**src/rtl/perip_adsr_env_pkg.sv**
```systemverilog
// Shared definitions for the ADSR envelope peripheral: register offsets,
// FSM state encodings and STATUS field positions.
package perip_adsr_env_pkg;

  typedef enum logic [2:0] {
    ST_IDLE    = 3'd0,
    ST_ATTACK  = 3'd1,
    ST_DECAY   = 3'd2,
    ST_SUSTAIN = 3'd3,
    ST_RELEASE = 3'd4
  } adsr_state_e;

  localparam logic [4:0] REG_CTRL    = 5'h00;
  localparam logic [4:0] REG_ATTACK  = 5'h04;
  localparam logic [4:0] REG_DECAY   = 5'h08;
  localparam logic [4:0] REG_SUSTAIN = 5'h0C;
  localparam logic [4:0] REG_RELEASE = 5'h10;
  localparam logic [4:0] REG_STATUS  = 5'h14;
  localparam logic [4:0] REG_LEVEL   = 5'h18;

  localparam int CTRL_GATE_BIT    = 0;
  localparam int CTRL_RETRIG_BIT  = 1;
  localparam int STATUS_STATE_LSB = 0;
  localparam int STATUS_STATE_W   = 3;

endpackage

```
**src/rtl/perip_adsr_env_core.sv**
```systemverilog
// adsr_core: tick prescaler, gate edge detect, ADSR FSM and level arithmetic.
// Optional macro ADSR_GATE_SYNC_EN adds a 2-flop synchronizer on gate_in.
module adsr_core
  import perip_adsr_env_pkg::*;
#(
  parameter int LEVEL_W  = 16,
  parameter int TICK_DIV = 1000
) (
  input  logic               clk,
  input  logic               reset,
  input  logic               gate_in,
  input  logic               soft_gate,
  input  logic               retrig,
  input  logic [LEVEL_W-1:0] attack_step,
  input  logic [LEVEL_W-1:0] decay_step,
  input  logic [LEVEL_W-1:0] sustain_lvl,
  input  logic [LEVEL_W-1:0] release_step,
  output logic [LEVEL_W-1:0] level,
  output logic [2:0]         state,
  output logic               active
);
  localparam int PW = (TICK_DIV > 2) ? $clog2(TICK_DIV) : 1;
  localparam logic [PW-1:0]    PRESC_RELOAD = PW'(TICK_DIV - 1);
  localparam logic [LEVEL_W:0] MAX_X        = {1'b0, {LEVEL_W{1'b1}}};

  logic gate_s;
`ifdef ADSR_GATE_SYNC_EN
  logic sync1_q, sync1_d, sync2_q, sync2_d;
  always_comb begin
    sync1_d = gate_in;
    sync2_d = sync1_q;
  end
  always_ff @(posedge clk or posedge reset) begin
    if (reset) begin
      sync1_q <= 1'b0;
      sync2_q <= 1'b0;
    end else begin
      sync1_q <= sync1_d;
      sync2_q <= sync2_d;
    end
  end
  assign gate_s = sync2_q;
`else
  assign gate_s = gate_in;
`endif

  logic                g, trig, tick;
  logic                g_prev_q, g_prev_d;
  logic [PW-1:0]       presc_q, presc_d;
  adsr_state_e         state_q, state_d;
  logic [LEVEL_W-1:0]  level_q, level_d;
  logic                active_q, active_d;
  logic [LEVEL_W:0]    lvl_x, att_sum, dec_floor;

  always_comb begin
    g         = gate_s | soft_gate;
    trig      = (g & ~g_prev_q) | retrig;
    tick      = (presc_q == '0);
    g_prev_d  = g;
    presc_d   = (trig || tick) ? PRESC_RELOAD : presc_q - PW'(1);
    lvl_x     = {1'b0, level_q};
    att_sum   = lvl_x + {1'b0, attack_step};
    dec_floor = {1'b0, sustain_lvl} + {1'b0, decay_step};
    state_d   = state_q;
    level_d   = level_q;
    // trigger beats a falling gate and any tick in the same cycle
    if (trig) begin
      state_d = ST_ATTACK;
    end else if (!g && (state_q inside {ST_ATTACK, ST_DECAY, ST_SUSTAIN})) begin
      state_d = ST_RELEASE;
    end else if (tick) begin
      case (state_q)
        ST_ATTACK: begin
          if (attack_step == '0 || att_sum >= MAX_X) begin
            level_d = '1;
            state_d = ST_DECAY;
          end else begin
            level_d = att_sum[LEVEL_W-1:0];
          end
        end
        ST_DECAY: begin
          if (decay_step == '0 || lvl_x <= dec_floor) begin
            level_d = sustain_lvl;
            state_d = ST_SUSTAIN;
          end else begin
            level_d = level_q - decay_step;
          end
        end
        ST_SUSTAIN: level_d = sustain_lvl;
        ST_RELEASE: begin
          if (release_step == '0 || lvl_x <= {1'b0, release_step}) begin
            level_d = '0;
            state_d = ST_IDLE;
          end else begin
            level_d = level_q - release_step;
          end
        end
        default: ;
      endcase
    end
    active_d = (state_d != ST_IDLE);
  end

  always_ff @(posedge clk or posedge reset) begin
    if (reset) begin
      g_prev_q <= 1'b0;
      presc_q  <= '0;
      state_q  <= ST_IDLE;
      level_q  <= '0;
      active_q <= 1'b0;
    end else begin
      g_prev_q <= g_prev_d;
      presc_q  <= presc_d;
      state_q  <= state_d;
      level_q  <= level_d;
      active_q <= active_d;
    end
  end

  assign level  = level_q;
  assign state  = state_q;
  assign active = active_q;

endmodule

```
**src/rtl/perip_adsr_env.sv**
```systemverilog
// Memory-mapped ADSR envelope generator: bus decode and config registers.
// Build option: define ADSR_GATE_SYNC_EN to synchronize gate_in (see adsr_core).
module perip_adsr_env
  import perip_adsr_env_pkg::*;
#(
  parameter int LEVEL_W  = 16,
  parameter int TICK_DIV = 1000
) (
  input  logic        clk,
  input  logic        reset,
  input  logic [31:0] d_in,
  input  logic        cs,
  input  logic [31:0] addr,
  input  logic        rd,
  input  logic        wr,
  output logic [31:0] d_out,
  input  logic        gate_in,
  output logic [31:0] level,
  output logic        active
);
  logic               ctrl_gate_q, ctrl_gate_d;
  logic               retrig_q, retrig_d;
  logic [LEVEL_W-1:0] attack_q, attack_d, decay_q, decay_d;
  logic [LEVEL_W-1:0] sustain_q, sustain_d, release_q, release_d;
  logic [31:0]        d_out_q, d_out_d, rd_data;
  logic [LEVEL_W-1:0] core_level;
  logic [2:0]         core_state;
  logic [4:0]         a;
  logic               unused_bits;

  assign unused_bits = ^{addr[31:5], d_in[31:LEVEL_W]};

  always_comb begin
    a           = addr[4:0];
    ctrl_gate_d = ctrl_gate_q;
    retrig_d    = 1'b0;
    attack_d    = attack_q;
    decay_d     = decay_q;
    sustain_d   = sustain_q;
    release_d   = release_q;
    if (cs && wr) begin
      case (a)
        REG_CTRL: begin
          ctrl_gate_d = d_in[CTRL_GATE_BIT];
          retrig_d    = d_in[CTRL_RETRIG_BIT];
        end
        REG_ATTACK:  attack_d  = d_in[LEVEL_W-1:0];
        REG_DECAY:   decay_d   = d_in[LEVEL_W-1:0];
        REG_SUSTAIN: sustain_d = d_in[LEVEL_W-1:0];
        REG_RELEASE: release_d = d_in[LEVEL_W-1:0];
        default: ;
      endcase
    end
    rd_data = '0;
    case (a)
      REG_CTRL:    rd_data[CTRL_GATE_BIT] = ctrl_gate_q;
      REG_ATTACK:  rd_data = 32'(attack_q);
      REG_DECAY:   rd_data = 32'(decay_q);
      REG_SUSTAIN: rd_data = 32'(sustain_q);
      REG_RELEASE: rd_data = 32'(release_q);
      REG_STATUS:  rd_data[STATUS_STATE_LSB +: STATUS_STATE_W] = core_state;
      REG_LEVEL:   rd_data = 32'(core_level);
      default: ;
    endcase
    d_out_d = (cs && rd) ? rd_data : '0;
  end

  always_ff @(posedge clk or posedge reset) begin
    if (reset) begin
      ctrl_gate_q <= 1'b0;
      retrig_q    <= 1'b0;
      attack_q    <= '0;
      decay_q     <= '0;
      sustain_q   <= '0;
      release_q   <= '0;
      d_out_q     <= '0;
    end else begin
      ctrl_gate_q <= ctrl_gate_d;
      retrig_q    <= retrig_d;
      attack_q    <= attack_d;
      decay_q     <= decay_d;
      sustain_q   <= sustain_d;
      release_q   <= release_d;
      d_out_q     <= d_out_d;
    end
  end

  adsr_core #(
    .LEVEL_W  (LEVEL_W),
    .TICK_DIV (TICK_DIV)
  ) u_core (
    .clk          (clk),
    .reset        (reset),
    .gate_in      (gate_in),
    .soft_gate    (ctrl_gate_q),
    .retrig       (retrig_q),
    .attack_step  (attack_q),
    .decay_step   (decay_q),
    .sustain_lvl  (sustain_q),
    .release_step (release_q),
    .level        (core_level),
    .state        (core_state),
    .active       (active)
  );

  assign d_out = d_out_q;
  assign level = 32'(core_level);

endmodule

```
**config.mk**
```make
export PLATFORM = sky130hd
export DESIGN_NAME = perip_adsr_env
export DESIGN_NICKNAME = d
export VERILOG_FILES = /design/src/rtl/perip_adsr_env_pkg.sv /design/src/rtl/perip_adsr_env_core.sv /design/src/rtl/perip_adsr_env.sv
export SDC_FILE = /design/constraint.sdc
export NUM_CORES = 1
export LEC_CHECK = 0
export CORE_MARGIN = 5
export CORE_UTILIZATION = 30
export CTS_BUF_LIST = sky130_fd_sc_hd__clkbuf_4 sky130_fd_sc_hd__clkbuf_8
export CTS_CLUSTER_SIZE = 40
export DETAILED_ROUTE_END_ITERATION = 12
export PLACE_DENSITY = 0.54
export RECOVER_POWER = 25
export SYNTH_ARGS = -nofsm -noshare
export SYNTH_HDL_FRONTEND = slang
export SYNTH_SLANG_ARGS = --single-unit
```
**constraint.sdc**
```tcl
create_clock -name clk -period 14.6 [get_ports clk]
set_input_delay 2.19 -clock clk [delete_from_list [all_inputs] [get_ports clk]]
set_output_delay 2.19 -clock clk [all_outputs]
set_load 0.03 [all_outputs]
```
==> flow_summary.yaml, run 1 <==
clocking:
  clock-sinks: 113
  clk_path_buf_depth: 2
  cts_resized: 0
  insertion_delay_ns: 0.46
  cts_setup_buffers: 0
  ctsHtreeMaxLevel: 4
  clk_pin_slew_ns: 0.07
  cts-root-buf: "clkbuf_8"
  hold_buffers: 0
  cts_buffers: 17
  cts_tree: "done"
pwr:
  netSwitchingFraction: 0.385
  leakagePower_nw: 4.54
  power_switching_mw: 0.453
  clkPwrFrac: 0.279
  comb_power_share: 0.367
  pwr-share-seq: 0.354
  peakVddDrop_uv: 56.8
  intPower_mw: 0.724
  power_density_mw_per_mm2: 115
floorplan:
  start_util: 0.302
  rows: 63
  die_area_mm2: 0.0333
  die_w_um: 183
  die_h_um: 183
  io_pins: 135
  coreArea_mm2: 0.0296
timing:
  fmax_mhz: 177
  finalClockSkew_ns: 0.0155
  holdWs_ns: 0.460
  slew_headroom: -0.895
  setup_violations: 0
  fin_crit_sh: 0.387
  rsz0062_at_grt: "no"
  final.min_clock_period_ns: 5.64
  worstMarginPinSlew_ns: 2.83
  hold_viol_final: 0
  maxSlewViolCount: 62
  setup_tns_ns: 0
yosys:
  postSynthAreaPerCell_um2: 9.07
  ys.flop_type: "dfrtp_1"
  synth_area_leader_cell: "dfrtp_1"
  yosysTopAreaCellShare: 0.317
  synth_seq_cells: 113
  synthesis.area_mm2: 0.00893
  synthArstFlopShare: 1.00
  yosys-top-cells-count: "dfrtp_1, ha_1, nor2_1"
  yosys_warnings: 0
  netlist_top_cells_area: "dfrtp_1, ha_1, mux2_2"
  ys_seq_area_frac: 0.317
  synth.most_common_cell: "dfrtp_1"
  synth_edf_count: 0
  syn_inst: 985
  synth_cell_types: 70
detailed_routing:
  wire_per_inst_um: 20.0
  drc: 0
  vias: 7712
  antenna_left: 0
  initialDrtViolationCount: 550
  routed_wl_mm: 28.9
  first_pass_iters: 5
  vias_per_cell: 5.34
global_route:
  grt_start_max_net_pins: 62
  globalRouteOverflowTotal: 0
  grt_pass1_vias: 7482
  antenna_found_initial: 0
  grt_pass1_wl_mm: 44.5
  track_usage: 0.172
status:
  status: "finished with violations"
  violations: "capacitance limit, slew limit"
worst_hold_path:
  hold_class: "flop to flop"
critical_path:
  arrival_ns: 6.03
  cp_slowest_cell: "o21a_1"
  crit_chain: "ha_1, fa_1, a211o_1, o211ai_1, a211oi_1, o31a_1, o21ai_0, nand2b_1, a21o_1, a21oi_1, xor2_1, ha_1, a2111o_1, a221oi_1, a211oi_1, o31ai_1, o21a_1, a221oi_1, o2bb2ai_1, a21oi_1"
  cp_data_required_time_ns: 14.98
  cp_num_buf_inv: 0
  critPathMaxFanout: 15
  crit_family: "compound AO/OA/AOI/OAI gates"
  slowest_delay_ns: 0.59
  critical_path_class: "flop to flop"
  endpoint_kind: "flop"
  cp-start-kind: "flop"
final_layout:
  register_area_mm2: 0.00283
  multiInputGateArea_mm2: 0.00566
  fin_area_mm2: 0.0103
  fillers: 3098
  layout.nets: 1196
  antenna_cells: 0
  syn_to_final_growth_pct: 14.8
  final_cells: 1444
  drive_above_1_share: 0.101
place:
  dp_hpwl_mm: 21.9
  place_congestion: 0.904
  numPortBuffers: 59
  dp_cells: 1413
  dpl_cell_area_mm2: 0.00984
flow_run:
  max_cap_violations: 1
## state kept, by name (all words and copies together) (netlist names)
name and cells:
u_core.presc_q 10, decay_q 16, d_out 16, u_core.active 1
u_core.g_prev_q 1, ctrl_gate_q 1, u_core.level 16, u_core.state 3
attack_q 16, release_q 16, sustain_q 16, retrig_q 1
## metal layers
metal,share of wire,global-route usage,vias to the layer above
met1,0.46,0.232,3804
met5,0,0,-
met4,0.020,0.0522,0
met3,0.041,0.0247,36
li1,-,-,3688
met2,0.48,0.287,184
## cell usage in the layout (no fill, tap or decap), drive strengths merged, types with 9 or more instances in the layout
master | Yosys | layout
nand4 | 10 | 10
inv | 52 | 51
nor2 | 75 | 75
clkbuf | 22 | 22
nor4 | 19 | 19
xnor2 | 32 | 32
o21ai | 42 | 42
dfrtp | 113 | 113
a221oi | 15 | 15
nand3 | 22 | 22
nand2 | 74 | 74
xor2 | 21 | 21
a211oi | 13 | 13
o21a | 15 | 15
a21o | 18 | 18
mux2i | 30 | 30
mux2 | 51 | 51
clkdlybuf4s50 | 0 | 57
a21oi | 75 | 75
conb | 1 | 32
nor3 | 28 | 28
buf | 39 | 9
o22ai | 17 | 17
ha | 80 | 80
## cells by family (layout without fill, tap and decap cells)
kind of cell | Yosys count | count (layout) | synth area share
AO/OA/AOI/OAI | 262 | 262 | 0.195
XOR/XNOR | 53 | 53 | 0.0520
adder cells (fa/ha/maj) | 84 | 84 | 0.121
buffers and inverters | 113 | 151 | 0.0636
flip-flops | 113 | 113 | 0.317
multiplexers | 81 | 81 | 0.0979
other | 1 | 32 | 0.000420
AND/OR/NAND/NOR | 278 | 278 | 0.154
## per-stage QoR
stage / util / setup slack (ns) / power (mW)
global placement: 0.333 / 8.97 / 0.845
detailed placement: 0.333 / 8.91 / 0.850
finish: 0.347 / 8.96 / 1.18
floorplan: - / 9.42 / 0.739
global route: 0.347 / 8.67 / 1.26
CTS: 0.347 / 8.93 / 1.18
## layout make-up
type,instances,area share
Timing Repair Buffer,68,0.0642
Multi-Input combinational cell,790,0.552
Clock buffer,22,0.0283
Tap cell,390,0.0476
Clock inverter,9,0.0128
Inverter,52,0.0192
Sequential cell,113,0.276
## power groups by stage
stage          Sequential [mW]  Clock (mW)  Combinational [mW]
6_report                 0.417       0.328               0.433
5_1_grt                  0.421       0.348               0.486
4_1_cts                  0.416       0.335               0.432
3_5_place_dp             0.422           0               0.428
3_3_place_gp             0.421           0               0.424
2_1_floorplan            0.392           0               0.346
## path summary, 6_finish.rpt
kind | from | end | slack (ns) | cells after the start
worst max-delay path | decay_q[0] | u_core.level[4] | 8.96 | 20
worst min-delay path | u_core.presc_q[0] | u_core.presc_q[0] | 0.46 | 1
worst max register to register | decay_q[0] | u_core.level[4] | 8.96 | 20
worst min register to register | u_core.presc_q[0] | u_core.presc_q[0] | 0.46 | 1
max in group asynchronous | reset | decay_q[1] | 9.92 | 3
min in group asynchronous | reset | d_out[12] | 2.97 | 2
Note: power is estimated with default switching activity, not from simulation.
==> inputs of run 2 (changes only) <==
==> constraint.sdc (replaced) <==
create_clock -name clk -period 5.54 [get_ports clk]
set_input_delay 0.831 -clock clk [delete_from_list [all_inputs] [get_ports clk]]
set_output_delay 0.831 -clock clk [all_outputs]
set_load 0.03 [all_outputs]
==> run 2 against run 1 <==
Compared with the run above: the flow still finishes with violations (capacitance limit, slew limit); largest power group unchanged; worst setup slack lost 8.5 ns; design area grew 0.35%; via count grew 0.12%; die area is the same; global-route usage grew 0.059 points; maximum frequency grew 11%; clock skew is essentially flat; count of clock-buffer cells in the layout shrank 4; non-clock buffer count grew 7; clock power grew 140%; total power grew to 2.6 times the previous value; sequential power grew to 2.6 times the previous value.
==> flow_summary.yaml, run 2 (synthesis results as in run 1) <==
timing:
  maxSlewViolCount: 82
  finalClockSkew_ns: 0.0156
  hold_viol_final: 0
  fin_crit_sh: 0.919
  final.min_clock_period_ns: 5.09
  fmax_mhz: 196
  slew_headroom: -1.16
  setup_violations: 0
  worstMarginPinSlew_ns: 3.24
  rsz0062_at_grt: "no"
  setup_tns_ns: 0
clocking:
  clk_pin_slew_ns: 0.08
  cts-root-buf: "clkbuf_8"
  insertion_delay_ns: 0.46
  cts_resized: 0
  clock-sinks: 113
  cts_tree: "done"
  hold_buffers: 0
  cts_buffers: 17
  clk_path_buf_depth: 2
  ctsHtreeMaxLevel: 4
  cts_setup_buffers: 0
final_layout:
  antenna_cells: 0
  layout.nets: 1203
  final_cells: 1451
  fillers: 3065
  final_cell_mix: "dfrtp_1, ha_1, nor2_1"
  finalCoreUtilization: 0.348
  final_common_cell: "dfrtp_1"
  syn_to_final_growth_pct: 15.2
  drive_above_1_share: 0.110
critical_path:
  crit_start: "sustain_q[0]"
  critPathMaxFanout: 15
  cp_data_required_time_ns: 5.83
  reg2reg_to: "u_core.level[11]"
  timing.rr.start: "sustain_q[0]"
  arrival_ns: 5.38
  endpoint_kind: "flop"
  ff2ff_setup_slack_ns: 0.45
  worst-r2r-cell-count: 20
  critical_path_class: "flop to flop"
  cp-start-kind: "flop"
detailed_routing:
  wl_met3_mm: 1.19
  route.top_layer_used: "met4"
  vias: 7721
  drc: 0
  drt-met1-wl_mm: 12.9
  initialDrtViolationCount: 472
  routed_wl_mm: 28.7
  wl_met2_mm: 13.7
  first_pass_iters: 5
  antenna_left: 0
  vias_per_cell: 5.32
  wire_per_inst_um: 19.8
status:
  violations: "capacitance limit, slew limit"
  status: "finished with violations"
worst_hold_path:
  holdPathEnd: "u_core.presc_q[0]"
  hold_depth: 1
  hold_class: "flop to flop"
  hp-start: "u_core.presc_q[0]"
global_route:
  track_usage: 0.173
  antenna_found_initial: 0
  grt_start_max_net_pins: 82
  globalRouteOverflowTotal: 0
  grt_pass1_wl_mm: 44.6
  grt_pass1_vias: 7663
floorplan:
  io_pins: 135
  coreArea_mm2: 0.0296
  die_h_um: 183
  die_w_um: 183
  rows: 63
  die_area_mm2: 0.0333
  start_util: 0.302
pwr:
  peakVddDrop_uv: 154
  leakagePower_nw: 4.58
  power_density_mw_per_mm2: 296
place:
  dp_cells: 1420
  dp_hpwl_mm: 21.8
  numPortBuffers: 59
  place_congestion: 0.907
flow_run:
  max_cap_violations: 1
-- run 2: cell count changes in the layout (fill, tap and decap cells not counted), sizes merged --
cell      previous run  this run
buf                  9        16
clkbuf              22        18
clkinv               3         7
inv                 51        54
clkinvlp             4         2
bufinv               3         2
-- run 2: through the flow --
step           hold WS, ns  power, mW  cell area [um^2]  worst slack (ns)
3_5_place_dp         0.458       2.25              9890             0.401
3_3_place_gp         0.453       2.24              9890             0.406
5_1_grt              0.479       3.25             10300            0.0165
2_1_floorplan        0.429       1.95              9050             0.945
6_report             0.465       3.05             10300             0.450
4_1_cts              0.469       3.05             10300             0.355
-- run 2: cell type report --
cell class              instances  area, um^2  share of cell area
clock buffers                  18         241              0.0235
clock inverters                13         139              0.0135
inverters                      52         195              0.0190
multi-input cells             790        5690               0.553
flip-flops and latches        113        2830               0.275
well taps                     390         488              0.0474
repair buffers                 75         711              0.0690
-- run 2: worst max-delay path, stage by stage, from the launching register on --
cell and delay [ns]:
dfrtp_1 0.43, ha_1 0.23, fa_1 0.43, a211o_1 0.29
o211ai_1 0.13, a211oi_2 0.17, o31a_1 0.33, o21ai_0 0.16
nand2b_1 0.11, xnor2_1 0.14, ha_1 0.30, and4_1 0.24
nand4_1 0.21, a31o_2 0.30, a211oi_1 0.25, o31ai_2 0.19
o21a_1 0.20, buf_4 0.19, a221o_1 0.36, a21oi_1 0.19
a211oi_1 0.07
-- run 2: worst max path at each step --
stage / to / slack, ns / depth (start not counted)
2_1_floorplan: u_core.level[4] / 0.94 / 21
3_3_place_gp: u_core.level[9] / 0.41 / 21
3_5_place_dp: u_core.level[9] / 0.40 / 21
4_1_cts: u_core.level[9] / 0.35 / 21
5_1_grt: u_core.level[0] / 0.02 / 21
6_report: u_core.level[11] / 0.45 / 20
-- run 2: per-layer routing --
| metal | GRT usage | vias to the layer above |
|---|---|---|
| met3 | 0.0231 | 56 |
| met4 | 0.0684 | 0 |
| li1 | - | 3708 |
| met5 | 0 | - |
| met2 | 0.288 | 201 |
| met1 | 0.228 | 3756 |
-- run 2: power breakdown --
part | internal, mW | switching, mW | leakage (nW)
clock | 0.402 | 0.387 | 0.192
combinational | 0.505 | 0.661 | 2.96
sequential | 0.924 | 0.169 | 1.42
total | 1.83 | 1.22 | 4.58
==> inputs of run 3 (changes only) <==
--- a/config.mk
+++ b/config.mk
@@ -5,6 +5,7 @@
 export SDC_FILE = /design/constraint.sdc
 export NUM_CORES = 1
 export LEC_CHECK = 0
+export CAP_MARGIN = 20
 export CORE_MARGIN = 5
 export CORE_UTILIZATION = 30
 export CTS_BUF_LIST = sky130_fd_sc_hd__clkbuf_4 sky130_fd_sc_hd__clkbuf_8
==> run 3 against run 2 <==
Compared with the run above: the run still ends with capacitance limit, slew limit left; wire length decreased by 0.16%; first-iteration DRC count up 5.1%; combinational power about the same; worst setup slack worse by 0.0098 ns; global-route usage stayed put; utilization barely moved.
==> flow_summary.yaml, run 3 (synthesis results as in run 1) <==
critical_path:
  cp_slowest_cell: "dfrtp_1"
  worst-r2r-cell-count: 20
  cp_num_buf_inv: 1
  endpoint_kind: "flop"
  cp-start-kind: "flop"
  reg2reg_to: "u_core.level[11]"
  arrival_ns: 5.39
  critical_path_class: "flop to flop"
  cp_data_required_time_ns: 5.83
  crit_family: "compound AO/OA/AOI/OAI gates"
  cp.depth: 20
  ff2ff_setup_slack_ns: 0.44
  crit_chain: "ha_1, fa_1, a211o_1, o211ai_1, a211oi_2, o31a_1, o21ai_0, nand2b_1, xnor2_1, ha_1, and4_1, nand4_1, a31o_2, a211oi_1, o31ai_2, o21a_1, buf_4, a221o_1, a21oi_1, a211oi_1"
  timing.rr.start: "sustain_q[0]"
  critPathMaxFanout: 15
  slowest_delay_ns: 0.43
floorplan:
  coreArea_mm2: 0.0296
  io_pins: 135
  rows: 63
  die_area_mm2: 0.0333
  die_w_um: 183
  start_util: 0.302
  die_h_um: 183
timing:
  final.min_clock_period_ns: 5.10
  finalClockSkew_ns: 0.0141
  holdWs_ns: 0.465
  worstMarginPinSlew_ns: 3.08
  fmax_mhz: 196
  setup_tns_ns: 0
  fin_crit_sh: 0.921
  hold_viol_final: 0
  rsz0062_at_grt: "no"
  maxSlewViolCount: 55
  slew_headroom: -1.05
  setup_violations: 0
final_layout:
  syn_to_final_growth_pct: 15.4
  drive_above_1_share: 0.112
  final_cell_mix: "dfrtp_1, ha_1, nor2_1"
  final_cells: 1453
  antenna_cells: 0
  final_common_cell: "dfrtp_1"
  layout.nets: 1205
global_route:
  grt_pass1_wl_mm: 44.6
  antenna_found_initial: 0
  track_usage: 0.173
  grt_pass1_vias: 7663
  globalRouteOverflowTotal: 0
  grt_start_max_net_pins: 82
clocking:
  clk_path_buf_depth: 2
  cts-root-buf: "clkbuf_8"
  cts_buffers: 17
  cts_resized: 0
  cts_setup_buffers: 0
  clock-sinks: 113
  hold_buffers: 0
  clk_pin_slew_ns: 0.08
  insertion_delay_ns: 0.46
  cts_tree: "done"
  ctsHtreeMaxLevel: 4
place:
  numPortBuffers: 59
  place_congestion: 0.907
  dp_cells: 1420
  dp_hpwl_mm: 21.8
detailed_routing:
  vias: 7728
  wire_per_inst_um: 19.7
  drc: 0
  routed_wl_mm: 28.7
  antenna_left: 0
  first_pass_iters: 5
  initialDrtViolationCount: 496
  vias_per_cell: 5.32
worst_hold_path:
  hold_depth: 1
  holdPathEnd: "u_core.presc_q[0]"
  hp-start: "u_core.presc_q[0]"
  hold_class: "flop to flop"
pwr:
  total_power_mw: 3.05
  peakVddDrop_uv: 154
  power_density_mw_per_mm2: 296
  leakagePower_nw: 4.58
status:
  violations: "capacitance limit, slew limit"
  status: "finished with violations"
flow_run:
  max_cap_violations: 1
-- run 3: changes by cell type in the layout (fill, tap and decap cells not counted), sizes merged --
cell,previous run,this run
buf,16,17
clkbuf,18,19
clkdlybuf4s50,57,58
clkinvlp,2,3
dlygate4sd3,2,1
inv,54,53
-- run 3: power breakdown --
group | leakage (nW) | internal, mW | switching (mW)
logic | 2.96 | 0.506 | 0.660
registers | 1.42 | 0.924 | 0.168
clock network | 0.192 | 0.402 | 0.387
total | 4.58 | 1.83 | 1.22
-- run 3: cell type report --
cell class	instances	area, um^2
Clock buffer	18	241
Clock inverter	13	139
Fill cell	3066	19300
Inverter	52	196
Multi-Input combinational cell	790	5690
Sequential cell	113	2830
Tap cell	390	488
Timing Repair Buffer	77	722
-- run 3: layer usage --
| layer | GRT usage | up-vias | wire length [um] |
|---|---|---|---|
| li1 | - | 3706 | - |
| met5 | 0 | - | 0 |
| met1 | 0.228 | 3764 | 12700 |
| met2 | 0.288 | 207 | 13800 |
| met3 | 0.0231 | 51 | 1240 |
| met4 | 0.0684 | 0 | 905 |
-- run 3: how the worst max path moves through the flow --
stage                        to  slack, ns          from
5_1_grt         u_core.level[0]       0.02  sustain_q[0]
4_1_cts         u_core.level[9]       0.35  sustain_q[0]
3_3_place_gp    u_core.level[9]       0.41  sustain_q[0]
6_report       u_core.level[11]       0.44  sustain_q[0]
3_5_place_dp    u_core.level[9]       0.40  sustain_q[0]
2_1_floorplan   u_core.level[4]       0.94    decay_q[0]
-- run 3: per-stage QoR --
| stage | util | cell area (um^2) | worst slack [ns] |
|---|---|---|---|
| after floorplan | - | 9050 | 0.945 |
| after global placement | 0.335 | 9890 | 0.406 |
| after detailed placement | 0.335 | 9890 | 0.401 |
| after CTS | 0.347 | 10300 | 0.355 |
| after global routing | 0.349 | 10300 | 0.0165 |
| final | 0.349 | 10300 | 0.440 |
